--- src/rtl/code_conv_seq_pkg.sv ---
// Shared types and constants for the code conversion engine.
package code_conv_pkg;

    localparam logic [1:0] MODE_ILL  = 2'b00;
    localparam logic [1:0] MODE_GRAY = 2'b01;
    localparam logic [1:0] MODE_BCD  = 2'b10;
    localparam logic [1:0] MODE_XS3  = 2'b11;

    localparam logic [3:0] XS3_BIAS = 4'd3;

    // Wide enough to count IN_W iterations for IN_W up to 6.
    localparam int CNT_W = 3;

    typedef enum logic [2:0] {
        IDLE,
        CONV,
        XS3,
        LOAD,
        DONE
    } state_t;

    // Bias each BCD digit independently; no carry between digits.
    function automatic logic [7:0] xs3_of(input logic [7:0] bcd);
        return {bcd[7:4] + XS3_BIAS, bcd[3:0] + XS3_BIAS};
    endfunction

endpackage

--- src/rtl/code_conv_seq_if.sv ---
// Request/result bundle between the requester and the conversion engine.
interface code_conv_seq_if #(
    parameter int IN_W = 4
);
    logic            start;
    logic [1:0]      mode;
    logic [IN_W-1:0] bin_in;
    logic            busy;
    logic            done;
    logic            err;
    logic [1:0]      sel;
    logic            ldR;
    logic [IN_W-1:0] gray_result;
    logic [7:0]      bcd_result;
    logic [7:0]      Excess3_result;

    modport master (
        output start, mode, bin_in,
        input  busy, done, err, sel, ldR, gray_result, bcd_result, Excess3_result
    );

    modport slave (
        input  start, mode, bin_in,
        output busy, done, err, sel, ldR, gray_result, bcd_result, Excess3_result
    );
endinterface

--- src/rtl/code_conv_seq_dd_step.sv ---
// One double-dabble iteration: adjust digits >= 5, then shift in the next operand bit.
module dd_step
    import code_conv_pkg::*;
(
    input  logic [7:0] acc_i,
    input  logic       bit_i,
    output logic [7:0] acc_o
);
    logic [7:0] adj;

    // Add 3 to each digit that would overflow past 9 after doubling.
    always_comb begin
        adj = acc_i;
        if (adj[3:0] >= 4'd5) adj[3:0] = adj[3:0] + 4'd3;
        if (adj[7:4] >= 4'd5) adj[7:4] = adj[7:4] + 4'd3;
        acc_o = 8'({adj, bit_i});
    end
endmodule

--- src/rtl/code_conv_seq.sv ---
// Sequential Gray / BCD / Excess-3 converter feeding the result-load stage.
module code_conv_seq
    import code_conv_pkg::*;
#(
    parameter int IN_W = 4
) (
    input logic           clk,
    input logic           rst,
    code_conv_seq_if.slave bus
);
    state_t            state_q, state_d;
    logic [CNT_W-1:0]  cnt_q, cnt_d;
    logic [7:0]        acc_q, acc_d;
    logic [IN_W-1:0]   sh_q, sh_d;
    logic [IN_W-1:0]   bin_q, bin_d;
    logic [1:0]        mode_q, mode_d;
    logic              busy_q, busy_d;
    logic              done_q, done_d;
    logic              err_q, err_d;
    logic              ldr_q, ldr_d;
    logic [1:0]        sel_q, sel_d;
    logic [IN_W-1:0]   gray_q, gray_d;
    logic [7:0]        bcd_q, bcd_d;
    logic [7:0]        xs3_q, xs3_d;
    logic [7:0]        dd_out;

    dd_step u_dd (
        .acc_i (acc_q),
        .bit_i (sh_q[IN_W-1]),
        .acc_o (dd_out)
    );

    // Next-state and output decode; pulses default low every cycle.
    always_comb begin
        state_d = state_q;
        cnt_d   = cnt_q;
        acc_d   = acc_q;
        sh_d    = sh_q;
        bin_d   = bin_q;
        mode_d  = mode_q;
        busy_d  = busy_q;
        done_d  = 1'b0;
        err_d   = 1'b0;
        ldr_d   = 1'b0;
        sel_d   = sel_q;
        gray_d  = gray_q;
        bcd_d   = bcd_q;
        xs3_d   = xs3_q;
        unique case (state_q)
            IDLE: begin
                if (bus.start) begin
                    if (bus.mode == MODE_ILL) begin
                        err_d = 1'b1;
                    end else begin
                        bin_d   = bus.bin_in;
                        sh_d    = bus.bin_in;
                        mode_d  = bus.mode;
                        acc_d   = '0;
                        cnt_d   = '0;
                        busy_d  = 1'b1;
                        state_d = CONV;
                    end
                end
            end
            CONV: begin
                acc_d = dd_out;
                sh_d  = sh_q << 1;
                cnt_d = cnt_q + CNT_W'(1);
                if (cnt_q == CNT_W'(IN_W - 1)) state_d = XS3;
            end
            XS3: begin
                bcd_d   = acc_q;
                xs3_d   = xs3_of(acc_q);
                gray_d  = bin_q ^ (bin_q >> 1);
                sel_d   = mode_q;
                state_d = LOAD;
            end
            LOAD: begin
                // Results and sel settle a cycle ahead, then the strobe fires for one cycle.
                if (!ldr_q) begin
                    ldr_d = 1'b1;
                end else begin
                    done_d  = 1'b1;
                    state_d = DONE;
                end
            end
            DONE: begin
                busy_d  = 1'b0;
                state_d = IDLE;
            end
            default: state_d = IDLE;
        endcase
    end

    // State and output registers, cleared asynchronously.
    always_ff @(posedge clk or posedge rst) begin
        if (rst) begin
            state_q <= IDLE;
            cnt_q   <= '0;
            acc_q   <= '0;
            sh_q    <= '0;
            bin_q   <= '0;
            mode_q  <= '0;
            busy_q  <= 1'b0;
            done_q  <= 1'b0;
            err_q   <= 1'b0;
            ldr_q   <= 1'b0;
            sel_q   <= '0;
            gray_q  <= '0;
            bcd_q   <= '0;
            xs3_q   <= '0;
        end else begin
            state_q <= state_d;
            cnt_q   <= cnt_d;
            acc_q   <= acc_d;
            sh_q    <= sh_d;
            bin_q   <= bin_d;
            mode_q  <= mode_d;
            busy_q  <= busy_d;
            done_q  <= done_d;
            err_q   <= err_d;
            ldr_q   <= ldr_d;
            sel_q   <= sel_d;
            gray_q  <= gray_d;
            bcd_q   <= bcd_d;
            xs3_q   <= xs3_d;
        end
    end

    assign bus.busy           = busy_q;
    assign bus.done           = done_q;
    assign bus.err            = err_q;
    assign bus.ldR            = ldr_q;
    assign bus.sel            = sel_q;
    assign bus.gray_result    = gray_q;
    assign bus.bcd_result     = bcd_q;
    assign bus.Excess3_result = xs3_q;
endmodule

--- src/flat_wrapper.sv ---
// flat-port wrapper written by rule: the top's interface ports become plain ports
module code_conv_seq_flat import code_conv_pkg::*;
#(
    parameter int IN_W = 4
)
  (clk, rst, bus_start, bus_mode, bus_bin_in, bus_busy, bus_done, bus_err, bus_sel, bus_ldR, bus_gray_result, bus_bcd_result, bus_Excess3_result);
  code_conv_seq_if #(.IN_W(IN_W)) bus_i ();
  input logic clk;
  input logic rst;
  input wire logic [$bits(bus_i.start)-1:0] bus_start;
  input wire logic [$bits(bus_i.mode)-1:0] bus_mode;
  input wire logic [$bits(bus_i.bin_in)-1:0] bus_bin_in;
  output wire logic [$bits(bus_i.busy)-1:0] bus_busy;
  output wire logic [$bits(bus_i.done)-1:0] bus_done;
  output wire logic [$bits(bus_i.err)-1:0] bus_err;
  output wire logic [$bits(bus_i.sel)-1:0] bus_sel;
  output wire logic [$bits(bus_i.ldR)-1:0] bus_ldR;
  output wire logic [$bits(bus_i.gray_result)-1:0] bus_gray_result;
  output wire logic [$bits(bus_i.bcd_result)-1:0] bus_bcd_result;
  output wire logic [$bits(bus_i.Excess3_result)-1:0] bus_Excess3_result;
  assign bus_i.start = bus_start;
  assign bus_i.mode = bus_mode;
  assign bus_i.bin_in = bus_bin_in;
  assign bus_busy = bus_i.busy;
  assign bus_done = bus_i.done;
  assign bus_err = bus_i.err;
  assign bus_sel = bus_i.sel;
  assign bus_ldR = bus_i.ldR;
  assign bus_gray_result = bus_i.gray_result;
  assign bus_bcd_result = bus_i.bcd_result;
  assign bus_Excess3_result = bus_i.Excess3_result;
  code_conv_seq #(.IN_W(IN_W)) u_core (.clk(clk), .rst(rst), .bus(bus_i));
endmodule
--- config.mk ---
export PLATFORM = sky130hd
export DESIGN_NAME = code_conv_seq_flat
export DESIGN_NICKNAME = d
export VERILOG_FILES = /design/src/rtl/code_conv_seq_pkg.sv /design/src/rtl/code_conv_seq_if.sv /design/src/rtl/code_conv_seq_dd_step.sv /design/src/rtl/code_conv_seq.sv /design/src/flat_wrapper.sv
export SDC_FILE = /design/constraint.sdc
export NUM_CORES = 1
export LEC_CHECK = 0
export ABC_AREA = 0
export BUFFER_PORTS_ARGS = -buffer_cell sky130_fd_sc_hd__buf_4
export CAP_MARGIN = 20
export CORE_UTILIZATION = 33
export DETAILED_ROUTE_END_ITERATION = 8
export PLACE_DENSITY = 0.59
export REMOVE_ABC_BUFFERS = 1
export SYNTH_ARGS = -nofsm -noshare
export SYNTH_HDL_FRONTEND = slang
export SYNTH_SLANG_ARGS = --single-unit
--- constraint.sdc ---
create_clock -name clk -period 1.5 [get_ports clk]
set_input_delay 0.225 -clock clk [delete_from_list [all_inputs] [get_ports clk]]
set_output_delay 0.225 -clock clk [all_outputs]
set_load 0.05 [all_outputs]
==> out/summary.txt, run 1 <==
Max IR drop VDD -> 1.21 mV
Vias in the first global route -> 1379
Num CTS Buffers -> 5
Vias per inst -> 4.70
Clock net sink count -> 50
RSZ-0062 raised after global routing -> yes
I/O Pins -> 35
Cell variety after synth -> 26
Starting density of the core -> 0.341
1st-iter DRT viols -> 68
Total gr overflow -> 0
Post-route clock period utilization -> 0.952
Global Route Usage Sum -> 0.129
Die W -> 82.8 um
Top delay family on crit path -> flip-flops
WP buf/inv -> 1
Commonest non-fill, non-tap cells in the layout -> buf_4, dfrtp_1, mux2_2, nand2_1, o21ai_0
First-pass iteration count of the detailed router -> 4
Clk_skew -> 0.0138 ns
Design area -> 2740 um^2
Mapped Cells -> 183
Mapped Area -> 2150 um^2
P per Cell Area -> 2450 nW/um^2
Die height -> 82.8 um
Final Max Tran Viols -> 0
Clock transition at path regs -> 0.11 ns
WL final -> 3.88 mm
Core Area -> 6310 um^2
Run status -> completed
Crit-path max cell delay -> 0.40 ns
Critical-path cell list -> inv_2 -> ha_1 -> nand2b_1 -> a21oi_2 -> mux2_4 -> o21ai_1
Layout cells sized above 1 -> 0.380
Total power draw -> 6.70 mW
Worst Hold Class -> in2reg
Register area share after synthesis -> 0.581
Most common cell after layout, fill and taps aside -> buf_4
CP Capture Type -> flop
Drt wl/cell -> 12.3 um
Hpwl dp -> 2.73 mm
Diode count -> 0
Die ar. -> 6850 um^2
GPL Wtd Cong -> 0.737
End-of-flow core utilization -> 0.434
Setup tns final -> 0 ns
Fmax -> 700 MHz
Largest net degree at the start of global routing -> 37
Crit path kind -> reg2reg
Placed cell area -> 2610 um^2
Synth Warn # -> 0
P&R area growth vs syn -> 27.3%
Post-route ant nets -> 0
Rel. slew slack -> 0.768
Clock tree buffer depth -> 2
Lkg Pwr -> 1.26 nW
Critical path data required time -> 1.74 ns
Initial antenna violation count -> 0
Seq cells post-synth -> 50
Setup-failing EPs final -> 0
Crit Path Max Fanout -> 4
CP max-delay cell -> dfrtp_1
Min cycle time layout -> 1.43 ns
Drt drc -> 0
Actual slew at the worst max-slew pin -> 0.347 ns
# H-tree levels -> 2
CTS root buf -> clkbuf_8
CP startpoint kind -> flop
# port buffers -> 34
Clk_lat worst skew -> 0.31 ns
Syn_area_per_cell -> 11.8 um^2
CP arrival -> 1.67 ns
Final hold violations -> 0
Fin nets -> 251
Max-cap check violation count -> 0
CTS tree -> yes
Routed vias -> 1475
# rows -> 29
First-pass GRT wire length -> 6.52 mm
-- through the flow --
| stage | setup WS [ns] | hold slack (ns) | cells |
|---|---|---|---|
| global placement | 0.0268 | 0.219 | 304 |
| floorplan | -0.367 | 0.376 | 175 |
| detailed placement | 0.000152 | 0.220 | 304 |
| CTS | 0.00229 | 0.136 | 313 |
| finish | 0.0718 | 0.148 | 314 |
| global route | -0.0252 | 0.140 | 314 |
-- layout make-up --
cell class | instances | area (um^2)
Clock buffer | 5 | 68.8
Clock inverter | 3 | 25.0
Fill cell | 619 | 3570
Inverter | 6 | 22.5
Multi-Input combinational cell | 119 | 842
Sequential cell | 50 | 1250
Tap cell | 77 | 96.3
Timing Repair Buffer | 54 | 433
-- state kept, by name (all words and copies together), names as in the netlist, 3 cells and up --
signal,cells
u_core.acc_q,8
u_core.bin_q,4
u_core.bus.Excess3_result,8
u_core.bus.bcd_result,8
u_core.bus.gray_result,4
u_core.cnt_q,3
u_core.sh_q,4
u_core.state_q,3
-- logic make-up (layout without fill, tap and decap cells) --
logic type               Yosys count  in the layout  synth area share
adder cells (fa/ha/maj)            6              6            0.0349
buffers and inverters             14             68            0.0349
AND/OR/NAND/NOR                   43             43            0.0919
multiplexers                      24             24             0.124
AO/OA/AOI/OAI                     37             37            0.0965
XOR/XNOR                           9              9            0.0366
flip-flops                        50             50             0.581
-- synthesized netlist by cell type (all sizes together) --
library cell	count	area, um^2
mux2i	3	30.0
nand2b	3	18.8
nand2	17	63.8
inv	6	22.5
a211oi	1	7.51
buf	6	45.0
nor2	15	58.8
clkbuf	2	7.51
nor3b	1	7.51
o21a	1	7.51
o31ai	1	12.5
a21oi	14	70.1
xor2	2	17.5
xnor2	7	61.3
o21ai	18	90.1
mux2	21	236
ha	6	75.1
dfrtp	50	1250
or3b	1	8.76
nand3b	2	15.0
nor3	3	15.0
and4b	1	10.0
a32o	2	20.0
-- where the power goes --
part / switching (mW) / internal [mW]
logic: 2.09 / 1.46
registers: 0.402 / 1.93
clock network: 0.479 / 0.337
-- metal layers --
metal	global-route usage	vias to the layer above	wire length, um
met3	0.0374	7	166
met4	0.0621	0	76
li1	-	731	-
met2	0.193	28	1750
met1	0.172	709	1880
met5	0	-	0
-- worst paths after layout --
path / start / end / slack (ns) / depth (start not counted)
max: u_core.acc_q[5] / u_core.acc_q[6] / 0.07 / 6
min: bus_bin_in[1] / u_core.bin_q[1] / 0.15 / 2
max reg2reg: u_core.acc_q[5] / u_core.acc_q[6] / 0.07 / 6
min reg2reg: u_core.bus.ldR / u_core.bus.ldR / 0.48 / 1
max in group asynchronous: rst / u_core.state_q[1] / 0.56 / 4
min in group asynchronous: rst / u_core.bus.sel[0] / 0.42 / 3
-- what timing repair did --
action / in CTS / in global routing
pin swaps: 0 / 2
gates cloned: 0 / 0
buffers inserted: 0 / 1
resized for setup: 1 / 7
setup endpoints to repair: 1 / 12
hold endpoints to repair: 14 / 0
hold buffers: 1 / 0
Power figures use the tool's default switching activity.
==> inputs of run 2 (changes only) <==
REMOVE_ABC_BUFFERS = not set   (was 1)
==> run 2 against run 1 <==
  * Largest cell class unchanged
  * Routed wire length increased by 6.8%
  * Power up 5.8%
  * Sequential share of layout area fell by 1.4 points
  * Non-clock buffer count rose by 7
  * Global-route usage grew 0.34 points
  * Via count up 2.6%
  * Register-to-register slack lost 0.02 ns
  * Die area stayed put
  * Clock skew is 0.0092 ns lower
  * First-iteration DRC count decreased by 4.4%
  * Hold slack better by 0.0080 ns
  * Critical endpoint unchanged
==> out/summary.txt, run 2 (synthesis gave the netlist of run 1 again) <==
Run status -> completed
Rel. slew slack -> 0.794
# H-tree levels -> 2
RSZ-0062 raised after global routing -> yes
# port buffers -> 34
Post-route ant nets -> 0
Die W -> 82.8 um
CTS root buf -> clkbuf_8
Crit path kind -> reg2reg
Clock tree buffer depth -> 2
Final hold violations -> 0
P per Cell Area -> 2510 nW/um^2
CP startpoint kind -> flop
Lkg Pwr -> 1.30 nW
Initial antenna violation count -> 0
Placed cell area -> 2610 um^2
Layout fillers -> 638
Setup-failing EPs final -> 0
Num CTS Buffers -> 5
CP arrival -> 1.69 ns
Drt wl/cell -> 12.9 um
First-pass GRT wire length -> 6.66 mm
Die height -> 82.8 um
Worst hold margin -> 0.156 ns
Starting density of the core -> 0.341
Most common cell after layout, fill and taps aside -> buf_4
P&R area growth vs syn -> 31.5%
Routed vias -> 1513
Actual slew at the worst max-slew pin -> 0.308 ns
Critical path data required time -> 1.74 ns
Fmax -> 690 MHz
CP Capture Type -> flop
I/O Pins -> 35
Largest net degree at the start of global routing -> 51
Design area -> 2830 um^2
Global Route Usage Sum -> 0.133
Max IR drop VDD -> 1.16 mV
WL final -> 4.14 mm
# rows -> 29
DP Worst Slack -> -0.0194 ns
Max-cap check violation count -> 0
Total gr overflow -> 0
Clock net sink count -> 50
End-of-flow core utilization -> 0.448
Worst Hold Class -> in2reg
Setup WS post-layout -> 0.0511 ns
Commonest non-fill, non-tap cells in the layout -> buf_4, dfrtp_1, mux2_2, nand2_1
Die ar. -> 6850 um^2
CTS tree -> yes
Hpwl dp -> 2.80 mm
Drt drc -> 0
Vias in the first global route -> 1414
Final Max Tran Viols -> 0
Clk_skew -> 0.00466 ns
1st-iter DRT viols -> 65
First-pass iteration count of the detailed router -> 4
Crit Path Max Fanout -> 3
Core Area -> 6310 um^2
Vias per inst -> 4.71
Fin nets -> 258
Clock transition at path regs -> 0.09 ns
Synthesized net count -> 198
GPL Wtd Cong -> 0.758
Min cycle time layout -> 1.45 ns
Post-route clock period utilization -> 0.966
Total power draw -> 7.09 mW
Diode count -> 0
Layout cells sized above 1 -> 0.443
Clk_lat worst skew -> 0.31 ns
-- run 2: worst paths after layout --
| check | start | endpoint | slack, ns | cells past startpoint |
|---|---|---|---|---|
| max in group asynchronous | rst | u_core.state_q[1] | 0.75 | 4 |
| worst min register to register | u_core.cnt_q[2] | u_core.cnt_q[2] | 0.49 | 2 |
| worst max register to register | u_core.acc_q[4] | u_core.acc_q[6] | 0.05 | 5 |
| worst max-delay path | u_core.acc_q[4] | u_core.acc_q[6] | 0.05 | 5 |
| min in group asynchronous | rst | u_core.bus.gray_result[0] | 0.51 | 4 |
| worst min-delay path | bus_bin_in[2] | u_core.bin_q[2] | 0.16 | 2 |
-- run 2: worst max-delay path: stages (launching register included) --
cell and delay, ns:
dfrtp_1 0.41, ha_2 0.20, nand2b_1 0.16, a21oi_2 0.19, mux2_4 0.32, o21ai_2 0.11
-- run 2: metrics by stage --
step                      std cells  setup TNS, ns
final                           321              0
after global routing            321        -0.0261
after CTS                       316              0
after detailed placement        305        -0.0194
after global placement          305              0
after floorplan                 183        -0.0122
-- run 2: final cells by class --
type	instances	area, um^2	area share
clock buffers	5	68.8	0.0243
multi-input cells	119	870	0.307
flip-flops and latches	50	1250	0.443
inverters	6	22.5	0.00796
well taps	77	96.3	0.0341
clock inverters	3	45.0	0.0159
repair buffers	61	473	0.167
-- run 2: routing by layer --
metal / routed length (um) / up-vias / global-route usage
met4: 73 / 0 / 0.0672
met2: 2060 / 28 / 0.215
met5: 0 / - / 0
met1: 1840 / 736 / 0.165
met3: 159 / 7 / 0.0308
li1: - / 742 / -
-- run 2: where the power goes --
group          total [mW]  internal (mW)  switching, mW
sequential           2.34           1.94          0.405
combinational        3.78           1.60           2.18
clock               0.965          0.496          0.469
total                7.09           4.03           3.06
-- run 2: what timing repair did --
item                       in CTS  in global routing
gates resized for setup         0                 19
buffers inserted                2                  5
pin swaps                       1                  3
hold endpoints to repair       50                  0
hold buffers                    1                  0
setup endpoints to repair       1                 14
